[src/rtl/fcims_pkg.sv]
// Shared definitions for the FCIMS payment divider: default widths,
// response status codes and the controller state encoding.
// No logic lives here; the RTL modules import it.
package fcims_pkg;

   // Default datapath widths
   localparam int AMT_W   = 8;
   localparam int PRICE_W = 4;
   localparam int CT_W    = 4;

   // Response status codes
   typedef enum logic [1:0] {
      ST_OK         = 2'd0,
      ST_LIMITED    = 2'd1,
      ST_UNDERPAID  = 2'd2,
      ST_ZERO_PRICE = 2'd3
   } status_e;

   // Controller states
   typedef enum logic [1:0] {
      S_IDLE  = 2'd0,
      S_DIV   = 2'd1,
      S_CLAMP = 2'd2,
      S_RESP  = 2'd3
   } state_e;

endpackage

[src/rtl/fcims_serial_div.sv]
// Restoring serial divider: one quotient bit per cycle, MSB first.
// Latency: loads on start, then AMT_W iteration cycles; done marks the last one.
// Backpressure: none; start is ignored while busy.
module fcims_serial_div #(
   parameter int AMT_W   = fcims_pkg::AMT_W,
   parameter int PRICE_W = fcims_pkg::PRICE_W
) (
   input  logic               clk,
   input  logic               rst,
   input  logic               start,
   input  logic [AMT_W-1:0]   dividend,
   input  logic [PRICE_W-1:0] divisor,
   output logic               busy,
   output logic               done,
   output logic [AMT_W-1:0]   quotient,
   output logic [PRICE_W:0]   remainder
);
   import fcims_pkg::*;

   localparam logic [3:0] LAST_IT = 4'(AMT_W - 1);

   logic               busy_q, busy_d;
   logic [3:0]         cnt_q, cnt_d;
   logic [AMT_W-1:0]   quo_q, quo_d;
   logic [PRICE_W:0]   rem_q, rem_d;
   logic [PRICE_W-1:0] dvs_q, dvs_d;
   logic [PRICE_W:0]   trial;

   // The quotient register doubles as the dividend shifter: its MSB feeds the
   // partial remainder and each new quotient bit enters at the LSB.
   always_comb begin
      busy_d = busy_q;
      cnt_d  = cnt_q;
      quo_d  = quo_q;
      rem_d  = rem_q;
      dvs_d  = dvs_q;
      trial  = {rem_q[PRICE_W-1:0], quo_q[AMT_W-1]};
      if (start && !busy_q) begin
         busy_d = 1'b1;
         cnt_d  = 4'd0;
         quo_d  = dividend;
         rem_d  = '0;
         dvs_d  = divisor;
      end else if (busy_q) begin
         if (trial >= {1'b0, dvs_q}) begin
            rem_d = trial - {1'b0, dvs_q};
            quo_d = {quo_q[AMT_W-2:0], 1'b1};
         end else begin
            rem_d = trial;
            quo_d = {quo_q[AMT_W-2:0], 1'b0};
         end
         cnt_d = cnt_q + 4'd1;
         if (cnt_q == LAST_IT) begin
            busy_d = 1'b0;
         end
      end
   end

   // Divider state registers
   always_ff @(posedge clk) begin
      if (rst) begin
         busy_q <= 1'b0;
         cnt_q  <= 4'd0;
         quo_q  <= '0;
         rem_q  <= '0;
         dvs_q  <= '0;
      end else begin
         busy_q <= busy_d;
         cnt_q  <= cnt_d;
         quo_q  <= quo_d;
         rem_q  <= rem_d;
         dvs_q  <= dvs_d;
      end
   end

   assign busy      = busy_q;
   assign done      = busy_q && (cnt_q == LAST_IT);
   assign quotient  = quo_q;
   assign remainder = rem_q;

endmodule

[src/rtl/fcims_payment_divider.sv]
// Payment divider: amount / unit price -> cells dispensed (stock-clamped) and change.
// Latency: response AMT_W+2 cycles after accept, 1 cycle for a zero price.
// Backpressure: one request in flight; response held until resp_ready.
module fcims_payment_divider #(
   parameter int AMT_W   = fcims_pkg::AMT_W,
   parameter int PRICE_W = fcims_pkg::PRICE_W,
   parameter int CT_W    = fcims_pkg::CT_W
) (
   input  logic               clk,
   input  logic               rst,
   input  logic               req_valid,
   output logic               req_ready,
   input  logic [AMT_W-1:0]   amount,
   input  logic [PRICE_W-1:0] uprice,
   input  logic               restock_valid,
   input  logic [CT_W-1:0]    restock_qty,
   output logic               resp_valid,
   input  logic               resp_ready,
   output logic [CT_W-1:0]    ncel,
   output logic [AMT_W-1:0]   change,
   output logic [1:0]         status,
   output logic [CT_W-1:0]    stock
);
   import fcims_pkg::*;

   localparam logic [CT_W-1:0] CT_MAX = '1;

   state_e             state_q, state_d;
   logic [AMT_W-1:0]   amount_q, amount_d;
   logic [PRICE_W-1:0] price_q, price_d;
   logic [CT_W-1:0]    ncel_q, ncel_d;
   logic [AMT_W-1:0]   change_q, change_d;
   status_e            status_q, status_d;
   logic               resp_valid_q, resp_valid_d;
   logic [CT_W-1:0]    stock_q, stock_d;

   logic               div_start, div_busy, div_done;
   logic [AMT_W-1:0]   div_quot;
   logic [PRICE_W:0]   div_rem;

   logic [CT_W-1:0]    q_cap_c, ncel_c, deduct_c, add_c;
   logic [AMT_W-1:0]   change_c;
   status_e            status_c;
   logic [CT_W:0]      stock_sum_c;

   fcims_serial_div #(
      .AMT_W   (AMT_W),
      .PRICE_W (PRICE_W)
   ) u_div (
      .clk       (clk),
      .rst       (rst),
      .start     (div_start),
      .dividend  (amount),
      .divisor   (uprice),
      .busy      (div_busy),
      .done      (div_done),
      .quotient  (div_quot),
      .remainder (div_rem)
   );

   assign req_ready = (state_q == S_IDLE) && !div_busy;
   assign div_start = req_ready && req_valid && (uprice != '0);

   // Clamp the quotient to stock and count width; derive change and status.
   // When nothing was clamped the divider remainder already is the change.
   always_comb begin
      q_cap_c = (div_quot > AMT_W'(CT_MAX)) ? CT_MAX : div_quot[CT_W-1:0];
      ncel_c  = (q_cap_c < stock_q) ? q_cap_c : stock_q;
      if (AMT_W'(ncel_c) == div_quot) begin
         change_c = AMT_W'(div_rem);
      end else begin
         change_c = amount_q - (AMT_W'(ncel_c) * AMT_W'(price_q));
      end
      if (div_quot == '0) begin
         status_c = ST_UNDERPAID;
      end else if (AMT_W'(ncel_c) < div_quot) begin
         status_c = ST_LIMITED;
      end else begin
         status_c = ST_OK;
      end
   end

   // Stock: deduction only in CLAMP, restock any cycle, saturating at CT_MAX
   always_comb begin
      deduct_c    = (state_q == S_CLAMP) ? ncel_c : '0;
      add_c       = restock_valid ? restock_qty : '0;
      stock_sum_c = {1'b0, stock_q} - {1'b0, deduct_c} + {1'b0, add_c};
      stock_d     = (stock_sum_c > {1'b0, CT_MAX}) ? CT_MAX : stock_sum_c[CT_W-1:0];
   end

   // Request/response sequencing and registered result outputs
   always_comb begin
      state_d      = state_q;
      amount_d     = amount_q;
      price_d      = price_q;
      ncel_d       = ncel_q;
      change_d     = change_q;
      status_d     = status_q;
      resp_valid_d = resp_valid_q;
      case (state_q)
         S_IDLE: begin
            if (req_valid && req_ready) begin
               amount_d = amount;
               price_d  = uprice;
               if (uprice == '0) begin
                  ncel_d       = '0;
                  change_d     = amount;
                  status_d     = ST_ZERO_PRICE;
                  resp_valid_d = 1'b1;
                  state_d      = S_RESP;
               end else begin
                  state_d = S_DIV;
               end
            end
         end
         S_DIV: begin
            if (div_done) begin
               state_d = S_CLAMP;
            end
         end
         S_CLAMP: begin
            ncel_d       = ncel_c;
            change_d     = change_c;
            status_d     = status_c;
            resp_valid_d = 1'b1;
            state_d      = S_RESP;
         end
         S_RESP: begin
            if (resp_ready) begin
               resp_valid_d = 1'b0;
               state_d      = S_IDLE;
            end
         end
         default: state_d = S_IDLE;
      endcase
   end

   // Controller, result and stock registers
   always_ff @(posedge clk) begin
      if (rst) begin
         state_q      <= S_IDLE;
         amount_q     <= '0;
         price_q      <= '0;
         ncel_q       <= '0;
         change_q     <= '0;
         status_q     <= ST_OK;
         resp_valid_q <= 1'b0;
         stock_q      <= '0;
      end else begin
         state_q      <= state_d;
         amount_q     <= amount_d;
         price_q      <= price_d;
         ncel_q       <= ncel_d;
         change_q     <= change_d;
         status_q     <= status_d;
         resp_valid_q <= resp_valid_d;
         stock_q      <= stock_d;
      end
   end

   assign resp_valid = resp_valid_q;
   assign ncel       = ncel_q;
   assign change     = change_q;
   assign status     = status_q;
   assign stock      = stock_q;

endmodule

[config.mk]
export PLATFORM = sky130hd
export DESIGN_NAME = fcims_payment_divider
export DESIGN_NICKNAME = d
export VERILOG_FILES = /design/src/rtl/fcims_pkg.sv /design/src/rtl/fcims_serial_div.sv /design/src/rtl/fcims_payment_divider.sv
export SDC_FILE = /design/constraint.sdc
export NUM_CORES = 1
export LEC_CHECK = 0
export ABC_AREA = 0
export BUFFER_PORTS_ARGS = -buffer_cell sky130_fd_sc_hd__buf_2
export CAP_MARGIN = 40
export CORE_MARGIN = 8
export CORE_UTILIZATION = 64
export DETAILED_ROUTE_END_ITERATION = 6
export HOLD_SLACK_MARGIN = 0.15
export PLACE_DENSITY = 0.86
export SLEW_MARGIN = 20
export SYNTH_ARGS = -nofsm -noshare
export SYNTH_HDL_FRONTEND = slang
export SYNTH_HIERARCHICAL = 1
export SYNTH_SLANG_ARGS = --single-unit
[constraint.sdc]
create_clock -name clk -period 11.8 [get_ports clk]
set_clock_uncertainty 0.2 [all_clocks]
set_input_delay 0.59 -clock clk [delete_from_list [all_inputs] [get_ports clk]]
set_output_delay 0.59 -clock clk [all_outputs]
set_load 0.01 [all_outputs]
==> results.py <==
metrics = {
    "status": {
        "status": "completed",
    },
    "synth": {
        "synth_seq_area_share_pct": 28.1,
        "yosys_top_cell_by_area": "sky130_fd_sc_hd__dfxtp_1",
        "synthArstFlopShare_pct": 0,
        "synth_top_cells_by_area": "sky130_fd_sc_hd__dfxtp_1 28%, sky130_fd_sc_hd__ha_1 13%, sky130_fd_sc_hd__fa_1 7.2%",
        "post_synth_num_cell_types": 61,
        "ys_seq_elements": 55,
        "post_synthesis_instance_area_sq_um": 3920,
        "number_of_nets_produced_by_synthesis": 543,
        "synthesis.yosys.warnings": 6,
        "synth_area_per_cell_sq_um": 8.37,
        "synth_edf_count": 0,
        "synth_flop_cell": "sky130_fd_sc_hd__dfxtp_1",
        "yosys.area.top_type_share_pct": 28.1,
        "syn_inst": 468,
    },
    "floorplan": {
        "floorplan.initialDensity_pct": 66.2,
        "die-area_sq_um": 8880,
        "floorplan.die.height_um": 94.2,
        "placement_rows": 28,
        "core-area_sq_um": 5920,
        "floorplan.die.width_um": 94.2,
        "pin_count": 41,
    },
    "worst_setup_path": {
        "start_kind": "flop",
        "cp_slowest_stage_delay_ns": 0.51,
        "path_class": "reg2reg",
        "cell_by_cell_trace_of_the_critical_path": "nor4_4 -> nand2_1 -> ha_1 -> a21oi_1 -> o211ai_1 -> o22a_1 -> and2_1 -> fa_1 -> ha_1 -> fa_1 -> inv_1 -> ha_1 -> a21o_1 -> o21ai_0 -> or3b_2 -> a31oi_1",
        "worst_path_arrival_time_ns": 5.20,
        "worst_path_dominant_cell_family": "adder cells",
        "crit_fanout": 9,
        "cpMostUsedCell": "sky130_fd_sc_hd__ha_1",
        "timing.critical_path.slowest_stage_cell": "sky130_fd_sc_hd__fa_1",
        "required_ns": 11.86,
        "timing.critical_path.buf_inv": 1,
        "crit_path_end_kind": "flop",
    },
    "detailed_routing": {
        "avgRoutedWirePerCell_um": 16.4,
        "finalWirelength_um": 9380,
        "average_via_count_per_standard_cell": 5.91,
        "drtAntennaViolNets": 0,
        "drt_first_iter_violations": 207,
        "drc": 0,
        "first_pass_iters": 5,
        "vias": 3386,
    },
    "pwr": {
        "power.share.switching_pct": 47.5,
        "power_frac_clock_pct": 10.9,
        "power_switching_mw": 0.573,
        "power.leakage_nw": 1.90,
        "powerDensity_nw_per_um2": 284,
        "power.internal_mw": 0.634,
        "combinationalPowerShare_pct": 66.7,
        "power.share.sequential_pct": 22.4,
        "vdd.ir_drop.worst_v": 0.000177,
    },
    "sta": {
        "final_setup_viols": 0,
        "fmaxAchievable_ghz": 0.195,
        "final_period_minus_worst_setup_slack_ns": 5.14,
        "tns_ns": 0,
        "final.hold.worst_slack_ns": 0.258,
        "max_slew_violation_count": 0,
        "min_period_over_period_pct": 43.6,
        "rsz0062_at_grt": "no",
        "hold_violations": 0,
        "slew-limit-headroom_pct": 44.6,
        "tightestPinTransition_ns": 0.832,
    },
    "clocking": {
        "clk_root_buffer_cell": "sky130_fd_sc_hd__clkbuf_8",
        "worst_skew_pair.late_latency_ns": 0.32,
        "numClockSinks": 55,
        "max-clock-path-buffers": 2,
        "cts_tree": "built",
        "cts_setup_buffers": 0,
        "cts_made_buffers": 5,
        "cts.repair.resized": 0,
        "cts_htree_levels": 2,
        "cts_hold_repair.buffers": 0,
        "cts.clk_slew.worst_paths_ns": 0.11,
    },
    "finish": {
        "insertedDiodeCount": 0,
        "synthToLayoutAreaGrowth_pct": 8.40,
        "mostFrequentLayoutCells": "55 x sky130_fd_sc_hd__dfxtp_1, 52 x sky130_fd_sc_hd__nor2_1, 49 x sky130_fd_sc_hd__a21oi_1, 48 x sky130_fd_sc_hd__nand2_1, 41 x sky130_fd_sc_hd__inv_1",
        "num-nets-final": 572,
        "ratio_of_cells_with_drive_above_1_in_the_final_layout_pct": 12.2,
        "most_common_cell_after_layout_fill_and_taps_aside": "sky130_fd_sc_hd__dfxtp_1",
    },
    "global_routing": {
        "grt_antenna_before_repair": 0,
        "grt_usage_pct": 21.6,
        "grt.overflow.total": 0,
        "largest_net_degree_at_the_start_of_global_routing": 44,
        "grt_pass1_wl_um": 15300,
        "via_count_of_the_first_global_routing_pass": 3317,
    },
    "run": {
        "timing.max_cap.violations": 0,
    },
    "placed_design": {
        "port-buffer-count": 40,
        "post-dp-hpwl_um": 7220,
        "gpl.final_weighted_congestion": 0.955,
    },
    "worst_hold_path": {
        "hold_path_class": "reg2reg",
    },
}
==> cells by family after synthesis <==
kind of cell / Yosys count / synth area share (%)
mux: 14 / 3.64
xor+xnor: 17 / 3.80
buf+inv: 61 / 6.39
compound gates: 106 / 17.7
flops: 55 / 28.1
simple gates: 161 / 20.4
fa+ha+maj: 54 / 19.9
==> path summary, 6_finish.rpt <==
kind	endpoint	slack (ns)	cells after the start	start
min reg2reg	ncel[3]$_SDFFE_PP0P_	0.26	2	ncel[3]$_SDFFE_PP0P_
max	change[5]$_SDFFE_PP0P_	6.66	16	u_div/quotient[5]$_SDFFE_PP0P_
min	ncel[3]$_SDFFE_PP0P_	0.26	2	ncel[3]$_SDFFE_PP0P_
max reg2reg	change[5]$_SDFFE_PP0P_	6.66	16	u_div/quotient[5]$_SDFFE_PP0P_
==> power by group through the flow <==
| stage | clock network, mW | logic [mW] | registers [mW] |
|---|---|---|---|
| after floorplan | 0 | 0.632 | 0.269 |
| after global placement | 0 | 0.766 | 0.272 |
| after detailed placement | 0 | 0.791 | 0.273 |
| after CTS | 0.133 | 0.799 | 0.269 |
| after global routing | 0.139 | 0.907 | 0.276 |
| final | 0.131 | 0.805 | 0.270 |
==> layout make-up <==
class / count / area (sq um)
multi-input combinational: 352 / 2570
fill: 479 / 1670
sequential: 55 / 1100
timing repair buffer: 42 / 215
inverter: 41 / 154
tap: 75 / 93.8
clock buffer: 5 / 68.8
clock inverter: 3 / 47.5
==> routing by layer <==
| layer | GRT usage [%] | part of all wire, % |
|---|---|---|
| met4 | 9.91 | 3.0 |
| met5 | 0 | 0 |
| met1 | 26.2 | 44 |
| met2 | 36.4 | 47 |
| met3 | 3.52 | 5.2 |
==> Yosys cell counts, drive strengths merged (2+ instances only) <==
| cell | n |
|---|---|
| or3 | 2 |
| o22a | 3 |
| a21oi | 49 |
| ha | 40 |
| nor4 | 3 |
| nor2 | 52 |
| buf | 7 |
| a211oi | 8 |
| nor4b | 2 |
| a21o | 6 |
| o311ai | 2 |
| or4b | 2 |
| dfxtp | 55 |
| o21ai | 15 |
| nand3 | 2 |
| nor2b | 6 |
| nand4 | 3 |
| o22ai | 2 |
| xor2 | 8 |
| xnor2 | 9 |
| mux2 | 2 |
| a2111oi | 2 |
| inv | 41 |
| nand2b | 2 |
| fa | 14 |
| clkbuf | 13 |
| nand3b | 4 |
| nor3b | 2 |
| and3 | 2 |
| nor3 | 4 |
| o21a | 2 |
| o211ai | 6 |
| mux2i | 12 |
| nand2 | 48 |
| and2 | 20 |
| a32o | 4 |
==> stage by stage <==
stage	total power [mW]	cells	util, %	worst slack [ns]	area (sq um)
final	1.21	573	71.7	6.66	4250
after global placement	1.04	564	69.6	6.78	4120
after CTS	1.20	573	71.7	6.68	4250
after global routing	1.32	573	71.7	6.33	4250
after detailed placement	1.06	565	69.8	6.70	4130
after floorplan	0.901	468	-	7.07	3920
==> flip-flops by register name, indices dropped and copies added (netlist names) <==
name / count
u_div/dvs_q: 4
price_q: 4
state_q: 2
ncel: 4
u_div/busy: 1
u_div/cnt_q: 4
resp_valid: 1
status: 2
u_div/quotient: 8
amount_q: 8
stock: 4
u_div/remainder: 5
change: 8
==> worst register-to-register path, stage by stage (launching register included) <==
cell	delay, ns
sky130_fd_sc_hd__dfxtp_1	0.35
sky130_fd_sc_hd__nor4_4	0.49
sky130_fd_sc_hd__nand2_1	0.15
sky130_fd_sc_hd__ha_1	0.35
sky130_fd_sc_hd__a21oi_1	0.21
sky130_fd_sc_hd__o211ai_1	0.13
sky130_fd_sc_hd__o22a_1	0.32
sky130_fd_sc_hd__and2_1	0.22
sky130_fd_sc_hd__fa_1	0.48
sky130_fd_sc_hd__ha_1	0.32
sky130_fd_sc_hd__fa_1	0.51
sky130_fd_sc_hd__inv_1	0.04
sky130_fd_sc_hd__ha_1	0.34
sky130_fd_sc_hd__a21o_1	0.21
sky130_fd_sc_hd__o21ai_0	0.16
sky130_fd_sc_hd__or3b_2	0.46
sky130_fd_sc_hd__a31oi_1	0.16
Note: power is estimated with default switching activity, not from simulation.
